--- config.mk ---
export PLATFORM = sky130hd
export DESIGN_NAME = cim_epoch_sequencer
export DESIGN_NICKNAME = d
export VERILOG_FILES = /design/src/rtl/cim_epoch_sequencer.sv
export SDC_FILE = /design/constraint.sdc
export NUM_CORES = 1
export LEC_CHECK = 0
export ABC_AREA = 1
export CORE_ASPECT_RATIO = 1.4
export CORE_UTILIZATION = 50
export CTS_BUF_LIST = sky130_fd_sc_hd__clkbuf_4
export CTS_CLUSTER_DIAMETER = 200
export CTS_CLUSTER_SIZE = 16
export DETAILED_ROUTE_END_ITERATION = 8
export PLACE_DENSITY = 0.79
export SYNTH_ARGS = -nofsm -noshare
export SYNTH_HDL_FRONTEND = slang
export SYNTH_SLANG_ARGS = --single-unit
--- constraint.sdc ---
create_clock -name clk -period 3.5 [get_ports clk]
set_input_delay 0.7 -clock clk [delete_from_list [all_inputs] [get_ports clk]]
set_output_delay 0.7 -clock clk [all_outputs]
set_load 0.005 [all_outputs]
--- src/rtl/cim_epoch_sequencer.sv ---
// rtl/cim_epoch_sequencer.sv - SoC-side epoch loader, inference launcher and result returner for the CIM
module cim_epoch_sequencer #(
    parameter int NUM_SAMPLES    = 3000,
    parameter int DATA_W         = 16,
    parameter int ADDR_W         = 12,
    parameter int TIMEOUT_CYCLES = 65535
) (
    input  logic              clk,
    input  logic              rst_n,
    input  logic              enable,
    input  logic              sample_valid,
    input  logic [DATA_W-1:0] sample_data,
    output logic              sample_ready,
    output logic              mem_wr_en,
    output logic [ADDR_W-1:0] mem_wr_addr,
    output logic [DATA_W-1:0] mem_wr_data,
    output logic              cim_rst_n,
    output logic              new_sleep_epoch,
    input  logic              cim_inference_complete,
    input  logic [2:0]        cim_sleep_stage,
    output logic              result_valid,
    output logic [2:0]        result_stage,
    input  logic              result_ready,
    output logic              err_timeout,
    output logic              err_bad_stage,
    input  logic              err_clear,
    output logic [15:0]       epoch_count
);

    localparam int WD_W = (TIMEOUT_CYCLES < 2) ? 1 : $clog2(TIMEOUT_CYCLES);
    localparam logic [ADDR_W-1:0] LAST_ADDR = ADDR_W'(NUM_SAMPLES - 1);
    localparam logic [WD_W-1:0]   WD_LAST   = WD_W'(TIMEOUT_CYCLES - 1);

    typedef enum logic [2:0] {
        S_IDLE,
        S_FILL,
        S_START,
        S_WAIT_INF,
        S_RESULT,
        S_ABORT
    } state_t;

    state_t            state;
    state_t            state_nx;
    logic [ADDR_W-1:0] sample_cnt;
    logic              start_done;
    logic [WD_W-1:0]   watchdog;
    logic [1:0]        abort_cnt;

    logic sample_hs;
    logic result_hs;
    logic last_sample;
    logic capture;

    // registered-output next values
    logic sample_ready_d;
    logic new_sleep_epoch_d;
    logic cim_rst_n_d;
    logic result_valid_d;
    logic set_timeout;
    logic set_bad_stage;

    assign sample_hs   = sample_valid & sample_ready;
    assign result_hs   = result_valid & result_ready;
    assign last_sample = sample_hs && (sample_cnt == LAST_ADDR);
    assign capture     = (state == S_WAIT_INF) && cim_inference_complete;

    // State register plus the per-state counters (sample index, launch phase, watchdog, abort hold)
    always_ff @(posedge clk) begin
        if (!rst_n) begin
            state      <= S_IDLE;
            sample_cnt <= '0;
            start_done <= 1'b0;
            watchdog   <= '0;
            abort_cnt  <= '0;
        end else begin
            state      <= state_nx;
            sample_cnt <= (state == S_FILL) ? (sample_hs ? sample_cnt + 1'b1 : sample_cnt) : '0;
            start_done <= (state == S_START);
            watchdog   <= (state == S_WAIT_INF) ? watchdog + 1'b1 : '0;
            abort_cnt  <= (state == S_ABORT) ? abort_cnt + 2'd1 : 2'd0;
        end
    end

    // Next-state decode; START spans two cycles so the pulse lands strictly after the last write
    always_comb begin
        state_nx = state;
        case (state)
            S_IDLE:     if (enable) state_nx = S_FILL;
            S_FILL: begin
                if (!enable)          state_nx = S_IDLE;
                else if (last_sample) state_nx = S_START;
            end
            S_START:    if (start_done) state_nx = S_WAIT_INF;
            S_WAIT_INF: begin
                if (cim_inference_complete) state_nx = S_RESULT;
                else if (watchdog == WD_LAST) state_nx = S_ABORT;
            end
            S_RESULT:   if (result_hs) state_nx = enable ? S_FILL : S_IDLE;
            S_ABORT:    if (abort_cnt == 2'd3) state_nx = S_IDLE;
            default:    state_nx = S_IDLE;
        endcase
    end

    // Output decode from the upcoming state so every output is registered yet aligned with it
    always_comb begin
        sample_ready_d    = (state_nx == S_FILL);
        new_sleep_epoch_d = (state == S_START) && !start_done;
        cim_rst_n_d       = (state_nx != S_ABORT);
        result_valid_d    = (state_nx == S_RESULT);
        set_timeout       = (state_nx == S_ABORT);
        set_bad_stage     = capture && (cim_sleep_stage > 3'd4);
    end

    // Output registers; sticky error flags give a same-cycle set priority over err_clear
    always_ff @(posedge clk) begin
        if (!rst_n) begin
            sample_ready    <= 1'b0;
            mem_wr_en       <= 1'b0;
            mem_wr_addr     <= '0;
            mem_wr_data     <= '0;
            new_sleep_epoch <= 1'b0;
            cim_rst_n       <= 1'b0;
            result_valid    <= 1'b0;
            result_stage    <= 3'd0;
            err_timeout     <= 1'b0;
            err_bad_stage   <= 1'b0;
            epoch_count     <= 16'd0;
        end else begin
            sample_ready    <= sample_ready_d;
            mem_wr_en       <= sample_hs;
            if (sample_hs) begin
                mem_wr_addr <= sample_cnt;
                mem_wr_data <= sample_data;
            end
            new_sleep_epoch <= new_sleep_epoch_d;
            cim_rst_n       <= cim_rst_n_d;
            result_valid    <= result_valid_d;
            if (capture) begin
                result_stage <= cim_sleep_stage;
            end
            err_timeout     <= set_timeout | (err_timeout & ~err_clear);
            err_bad_stage   <= set_bad_stage | (err_bad_stage & ~err_clear);
            if (result_hs) begin
                epoch_count <= epoch_count + 16'd1;
            end
        end
    end

endmodule

# Yosys cells after proc, flatten, opt, wreduce, memory -nomap -nowiden
# Index checks and enable logic that the tools add are counted.
# totals
ff_bits,88
out_inout_bits,54
# op_classes
magnitude_cmp,1
reduce_logical,9
n_eq_ne,12
addsub,4
n_bitwise,7
mux,10
# op_table
cell,count
$add 16x1->16 const B,2
$mux 3,8
$pmux 3 s6,1
$eq 16x16->1 const B,1
$add 12x1->12 const B,1
$eq 12x12->1 const B,1
$eq 3x3->1 const B,4
$eq 3x1->1 const B,2
$eq 3x2->1 const B,2
$reduce_and 2->1,3
$and 1x1->1,4
$logic_and 1x1->1,4
$gt 3x3->1 const B,1
$logic_not 3->1,1
$ne 3x3->1 const B,1
$add 2x1->2 const B,1
$eq 2x2->1 const B,1
$or 1x1->1,2
$logic_not 1->1,1
$mux 1,1
$not 1->1,1

# Logic depth before layout (Yosys ltp)
# Gate-level depths: netlist of run 1.
# depth
word_depth,7
mapped_depth,9
mapped_depth_nobuf,9

# Least setup slack after synthesis of run 1
# Ideal clock, no wire load.
# synth_path
path_kind,input -> register
startpoint,input result_ready
endpoint,register epoch_count[12]
n_path_buf,0
path_slack_ps,1927
path_stages,7
setup_time_ps,116
t_arrival_ps,1457
required_time_ps,3384
cell_sequence,nand2_2 > nor2_2 > nand2_1 > nor3_2 > nand3_1 > o21ai_0 > nor2_1
# synth_via
elab_chain_len,1
# synth_lines
element,line,text
"start, declared",23,"input logic result_ready,"
$and 1x1->1,64,assign result_hs = result_valid & result_ready;
"end signal, assigned",145,epoch_count <= epoch_count + 16'd1;
"end, declared",27,output logic [15:0] epoch_count
# No other way between the ends.
# A chain may end at the register's enable or synchronous reset.

# Final worst setup path of run 1
# layout_path
startpoint,register epoch_count[9]
endpoint,output epoch_count[9]
# No word-level cell between the ends.

==> metrics.md, run 1 <==
| Metric | Value |
|---|---|
| Net Count, Synth | about 550 |
| Pleak | 1.79 nW |
| Layout cells sized above 1 | 0.0684 |
| Clock Path Buffers | 2 |
| Distinct cell type count after synthesis | 27 |
| RePlAce Congestion | approximately 0.88 |
| Final setup skew | about 0.016 ns |
| Switch share | 0.228 |
| Crit Path Category | reg2out |
| Yosys warning count | 0 |
| GRT Total Usage | 0.228 |
| CP max stage delay | ~0.54 ns |
| Fmax | approximately 470 MHz |
| Final Hold Vio Count | 0 |
| Worst-path cell chain | clkdlybuf4s50_1 |
| Die area | between 7000 and 8000 um2 |
| P&R area growth vs syn | 27.6% |
| First-pass GRT wire length | 13900 um |
| DR vias | about 3500 |
| Post-CTS Hold Buffers | 0 |
| Syn_area_per_cell | just over 7 um2 |
| Final HPWL from detailed placement | ~6100 um |
| Chip Height | around 100 um |
| Hold Startpoint | abort_cnt[0]$_SDFF_PN0_ |
| Met3 Wirelength | approximately 420 um |
| Pre-antenna DRT Iters | 4 |
| Crit path DAT | around 1.4 ns |
| Worst-Margin Slew | a little over 0.7 ns |
| Tcrit/Tclk final | 0.611 |
| Overflow left after global routing | 0 |
| Sequential Power Share | 0.572 |
| Clk root buf | clkbuf_4 |
| Post-route DRC | 0 |
| Comb power frac | 0.066 |
| Sequential area share after synthesis | 0.470 |
| Final Critical Period | ~2.1 ns |
| 1st-iter DRT viols | ~120 |
| Clock-pin slew on the worst setup and hold paths | ~0.14 ns |
| Crit path required time | between 2 and 3 ns |
| Worst skew pair latency | between 0.4 and 0.5 ns |
| Final ANT Viol Nets | 0 |
| Slowest cell on the critical path | clkdlybuf4s50_1 |
| Unrepaired setup endpoints after global routing | no |
| Non-Filler Instances | between 600 and 700 |
| Cell count after synthesis | about 520 |
| Core Area | 7310 um2 |
| Largest net degree at the start of global routing | 42 |
| Most common cell after layout, fill and taps aside | nor2_1 |
| Filler Cell Count | between 600 and 700 |
| Number of max-cap violations | 0 |
| Setup-failing EPs final | 0 |
| CTS resizes | 0 |
| CP top delay family | buffers and inverters |
| Starting Density | 0.512 |
| FP Rows | 37 |
| Metal-1 WL | 3420 um |
| Clock sink count | 88 |
| Detailed Route WL | 8140 um |
| Setup Fix Bufs, Post-CTS | 0 |
| Post-DR wirelength/cell | 11.7 um |
| Max H-tree Level | 3 |
| CTS Buf Count | 9 |
| Avg Vias per Cell | approximately 5.0 |
| First element of the critical path | epoch_count[9]$_SDFFE_PN0P_ |
| Hold WC Path Type | reg2reg |
| Mapped Area | about 3700 um2 |
| Pins Over Slew Limit | 0 |
| Reg-to-Reg Start | sample_ready$_SDFF_PN0_ |
| Placed instance count | 680 |
| Pint | 0.00139 W |
| Critical Path End Type | output port |
| Diode count | 0 |
| Setup TNS | 0 ns |
| Startpoint Class | register |
| FF+latch count, synth | between 80 and 90 |
| TritonCTS clock tree | done |
| I/O Pins | 80 |
| Die X | 75.2 um |
| Worst vdd ir | 0.356 mV |
| Worst path bufs/invs | 1 |
| Psw | about 0.00041 W |
| Worst-path fanout max | 6 |
| Top sig layer | met4 |
| Initial antenna violation count | 0 |
| DR WL met2 | just over 4000 um |
| Number of global-route vias before repair | ~3300 |
| IO Port Bufs | 79 |
| Relative slew margins | 0.515 |
| Clock share of power | 0.362 |
| Pwr/cell area | 377 nW/um2 |
| Most frequent cells in the layout | 97 x nor2_1, 88 x dfxtp_1, 85 x nand2_1 |
| Outcome | completed |
| Layout Nets | 625 |
-- state kept, by name, indices dropped and copies added, names as in the netlist, 2 cells and up --
register      count
abort_cnt         2
epoch_count      16
mem_wr_addr      12
mem_wr_data      16
result_stage      3
sample_cnt       12
state             3
watchdog         16
-- per-stage QoR --
step | hold slack [ns] | power, W | utilization | cell area (um2) | setup WS, ns
6_report | 0.437 | 0.00180 | 0.654 | 4780 | 1.36
5_1_grt | 0.475 | 0.00187 | 0.654 | 4780 | 1.30
4_1_cts | 0.438 | 0.00182 | 0.654 | 4780 | 1.33
3_5_place_dp | 0.418 | 0.00117 | 0.631 | 4610 | 1.15
3_3_place_gp | 0.405 | 0.00117 | 0.631 | 4610 | 1.16
2_1_floorplan | 0.397 | 0.00110 | - | 3750 | 1.93
-- final cells by class --
class | instances | area, um2 | area share
Sequential cell | 88 | 1760 | 0.368
Multi-Input combinational cell | 351 | 1690 | 0.353
Timing Repair Buffer | 81 | 806 | 0.169
Inverter | 63 | 236 | 0.0495
Tap cell | 97 | 121 | 0.0254
Clock inverter | 6 | 92.6 | 0.0194
Clock buffer | 10 | 75.1 | 0.0157
-- worst paths after layout --
check                                end  slack [ns]  cells past startpoint
min              abort_cnt[0]$_SDFF_PN0_        0.44                      1
max                       epoch_count[9]        1.36                      1
max reg2reg  sample_cnt[11]$_SDFFE_PN0P_        1.92                      6
min reg2reg      abort_cnt[0]$_SDFF_PN0_        0.44                      1
-- Yosys cell counts --
master,n,area (um2)
nor2_1,97,364
dfxtp_1,88,1760
nand2_1,85,319
inv_1,59,221
a21oi_1,46,230
o21ai_0,46,230
nand3_1,26,130
nor3_1,12,60.1
clkbuf_1,11,41.3
nand4_1,7,43.8
ha_1,5,62.6
inv_2,4,15.0
nand2_2,4,25.0
nor2_4,4,45.0
xor2_1,3,26.3
nor2_2,2,12.5
nor3_2,2,20.0
nor3_4,2,32.5
nor3b_2,2,25.0
o21a_1,2,15.0
or2_2,2,12.5
xnor2_1,2,17.5
buf_1,1,3.75
buf_2,1,5.00
buf_6,1,11.3
nand3_2,1,10.0
or2_1,1,6.26
-- power groups by stage --
stage	clock, W	sequential (W)	combinational (W)
after CTS	0.000669	0.00103	0.000120
after global routing	0.000709	0.00103	0.000131
final	0.000651	0.00103	0.000118
after floorplan	0	0.00105	0.0000439
after global placement	0	0.00105	0.000117
after detailed placement	0	0.00105	0.000119
-- routing by layer --
| metal | vias up | GRT usage |
|---|---|---|
| met1 | 1575 | 0.245 |
| met2 | 83 | 0.397 |
| met3 | 16 | 0.0533 |
| li1 | 1811 | - |
| met4 | 0 | 0.122 |
| met5 | - | 0 |
-- kinds of logic (layout without fill, tap and decap cells) --
group                      count (synthesis)  in the layout  synth area share
and+or+nand+nor                          247            247             0.295
DFF                                       88             88             0.470
xor gates and xnor gates                   5              5            0.0117
buffers and inverters                     77            160            0.0795
adders and majority gates                  5              5            0.0167
AOI/OAI and AO/OA                         94             94             0.127
Note: power is estimated with default switching activity, not from simulation.
==> run 2: changes to the inputs <==
CORE_UTILIZATION = 47   (was 50)
PLACE_DENSITY = 0.78   (was 0.79)
clock period = 1.92 ns   (was 3.5 ns; I/O delays follow)
==> metrics.md, run 2 (synthesis gave the netlist of run 1 again) <==
| Metric | Value |
|---|---|
| Setup Fix Bufs, Post-CTS | 0 |
| Worst path bufs/invs | 1 |
| TritonCTS clock tree | done |
| CTS Buf Count | 9 |
| Clock share of power | 0.383 |
| DR vias | about 3500 |
| Pins Over Slew Limit | 0 |
| Starting Density | 0.484 |
| Reg area | about 1800 um2 |
| Post-layout power | 0.00340 W |
| Worst-path fanout max | 6 |
| P&R area growth vs syn | 29.0% |
| Startpoint Class | register |
| First-pass GRT wire length | between 10000 and 15000 um |
| Largest net degree at the start of global routing | 42 |
| I/O Pins | 80 |
| Worst vdd ir | 0.465 mV |
| Most frequent cells in the layout | 97 x nor2_1, 88 x dfxtp_1, 85 x nand2_1 |
| CP top delay family | buffers and inverters |
| Relative slew margins | 0.754 |
| Post-DR wirelength/cell | 11.9 um |
| Core Area | about 7700 um2 |
| Psw | around 0.00075 W |
| Filler Cell Count | 662 |
| Clk root buf | clkbuf_4 |
| CP max stage delay | ~0.54 ns |
| Pint | ~0.0026 W |
| FP Rows | 38 |
| Die X | 77.5 um |
| Final ANT Viol Nets | 0 |
| Clock-pin slew on the worst setup and hold paths | between 0.1 and 0.15 ns |
| Worst skew pair latency | around 0.43 ns |
| Pwr/cell area | approximately 700 nW/um2 |
| Final setup skew | 0.0120 ns |
| Clock Path Buffers | 2 |
| Sequential Power Share | 0.553 |
| Pleak | 1.82 nW |
| Dpl ws | 0.0392 ns |
| IO Port Bufs | 79 |
| Initial antenna violation count | 0 |
| Detailed Route WL | approximately 8400 um |
| Unrepaired setup endpoints after global routing | no |
| Layout Nets | ~630 |
| Die area | 8340 um2 |
| Slowest cell on the critical path | clkdlybuf4s50_1 |
| Worst-Margin Slew | approximately 0.37 ns |
| Multi-input logic area | ~1700 um2 |
| Diode count | 0 |
| Most common cell after layout, fill and taps aside | nor2_1 |
| Outcome | completed |
| Layout cells sized above 1 | 0.0730 |
| CTS resizes | 0 |
| Layout Utilization | 0.624 |
| Final WS setup | 0.124 ns |
| RePlAce Congestion | approximately 0.86 |
| Final HPWL from detailed placement | 6140 um |
| Pre-antenna DRT Iters | 5 |
| Switch share | 0.221 |
| Setup-failing EPs final | 0 |
| Setup TNS | 0 ns |
| Crit path required time | around 1.5 ns |
| Number of global-route vias before repair | approximately 3400 |
| Post-route DRC | 0 |
| 1st-iter DRT viols | around 150 |
| Hold WC Path Type | reg2reg |
| Tcrit/Tclk final | 0.935 |
| Post-CTS Hold Buffers | 0 |
| Critical Path End Type | output port |
| Max H-tree Level | 3 |
| Clock sink count | roughly 90 |
| Fmax | 557 MHz |
| Final Critical Period | approximately 1.8 ns |
| Crit Path Category | reg2out |
| Top flop regs | epoch_count (16), mem_wr_data (16), watchdog (16) |
| Chip Height | around 110 um |
| Final Hold Vio Count | 0 |
| Number of max-cap violations | 0 |
| Overflow left after global routing | 0 |
| Worst-path cell chain | clkdlybuf4s50_1 |
| GRT Total Usage | 0.216 |
| Comb power frac | 0.065 |
| Crit path DAT | ~1.4 ns |
| Avg Vias per Cell | just over 5 |
run 2: changes by cell type in the layout (fill, tap and decap cells not counted), sizes merged:
cell      delta
inv          -1
clkbuf       -1
clkinv       +3
bufinv       +1
buf          +4
clkinvlp     -2
run 2: final timing paths:
| check | slack, ns | start | to | cells after the start |
|---|---|---|---|---|
| setup / recovery | 0.12 | epoch_count[9]$_SDFFE_PN0P_ | epoch_count[9] | 1 |
| hold reg to reg | 0.44 | abort_cnt[0]$_SDFF_PN0_ | abort_cnt[0]$_SDFF_PN0_ | 1 |
| setup reg to reg | 0.44 | epoch_count[0]$_SDFFE_PN0P_ | epoch_count[12]$_SDFFE_PN0P_ | 8 |
| hold / removal | 0.44 | abort_cnt[0]$_SDFF_PN0_ | abort_cnt[0]$_SDFF_PN0_ | 1 |
run 2: routing by layer:
layer	routed length, um	vias up	global-route usage
li1	-	1813	-
met1	3440	1615	0.234
met2	4310	103	0.395
met3	449	15	0.0559
met4	172	0	0.0889
met5	0	-	0
run 2: area by class of cell:
cell class                 instances  share of cell area
tap                              100              0.0259
clock inverter                     7              0.0248
multi-input combinational        351               0.349
timing repair buffer              85               0.173
inverter                          63              0.0489
clock buffer                       9              0.0140
sequential                        88               0.364
run 2: power groups by stage:
stage | registers (W) | logic [W] | clock network (W)
final | 0.00188 | 0.000219 | 0.00130
after global routing | 0.00188 | 0.000244 | 0.00142
after CTS | 0.00188 | 0.000222 | 0.00133
after detailed placement | 0.00192 | 0.000221 | 0
after global placement | 0.00192 | 0.000217 | 0
after floorplan | 0.00192 | 0.0000800 | 0
run 2: metrics by stage:
step	area [um2]	hold slack, ns	std cells
6_report	4830	0.437	703
3_5_place_dp	4650	0.421	687
2_1_floorplan	3750	0.397	516
5_1_grt	4830	0.476	703
3_3_place_gp	4650	0.406	687
4_1_cts	4830	0.443	703
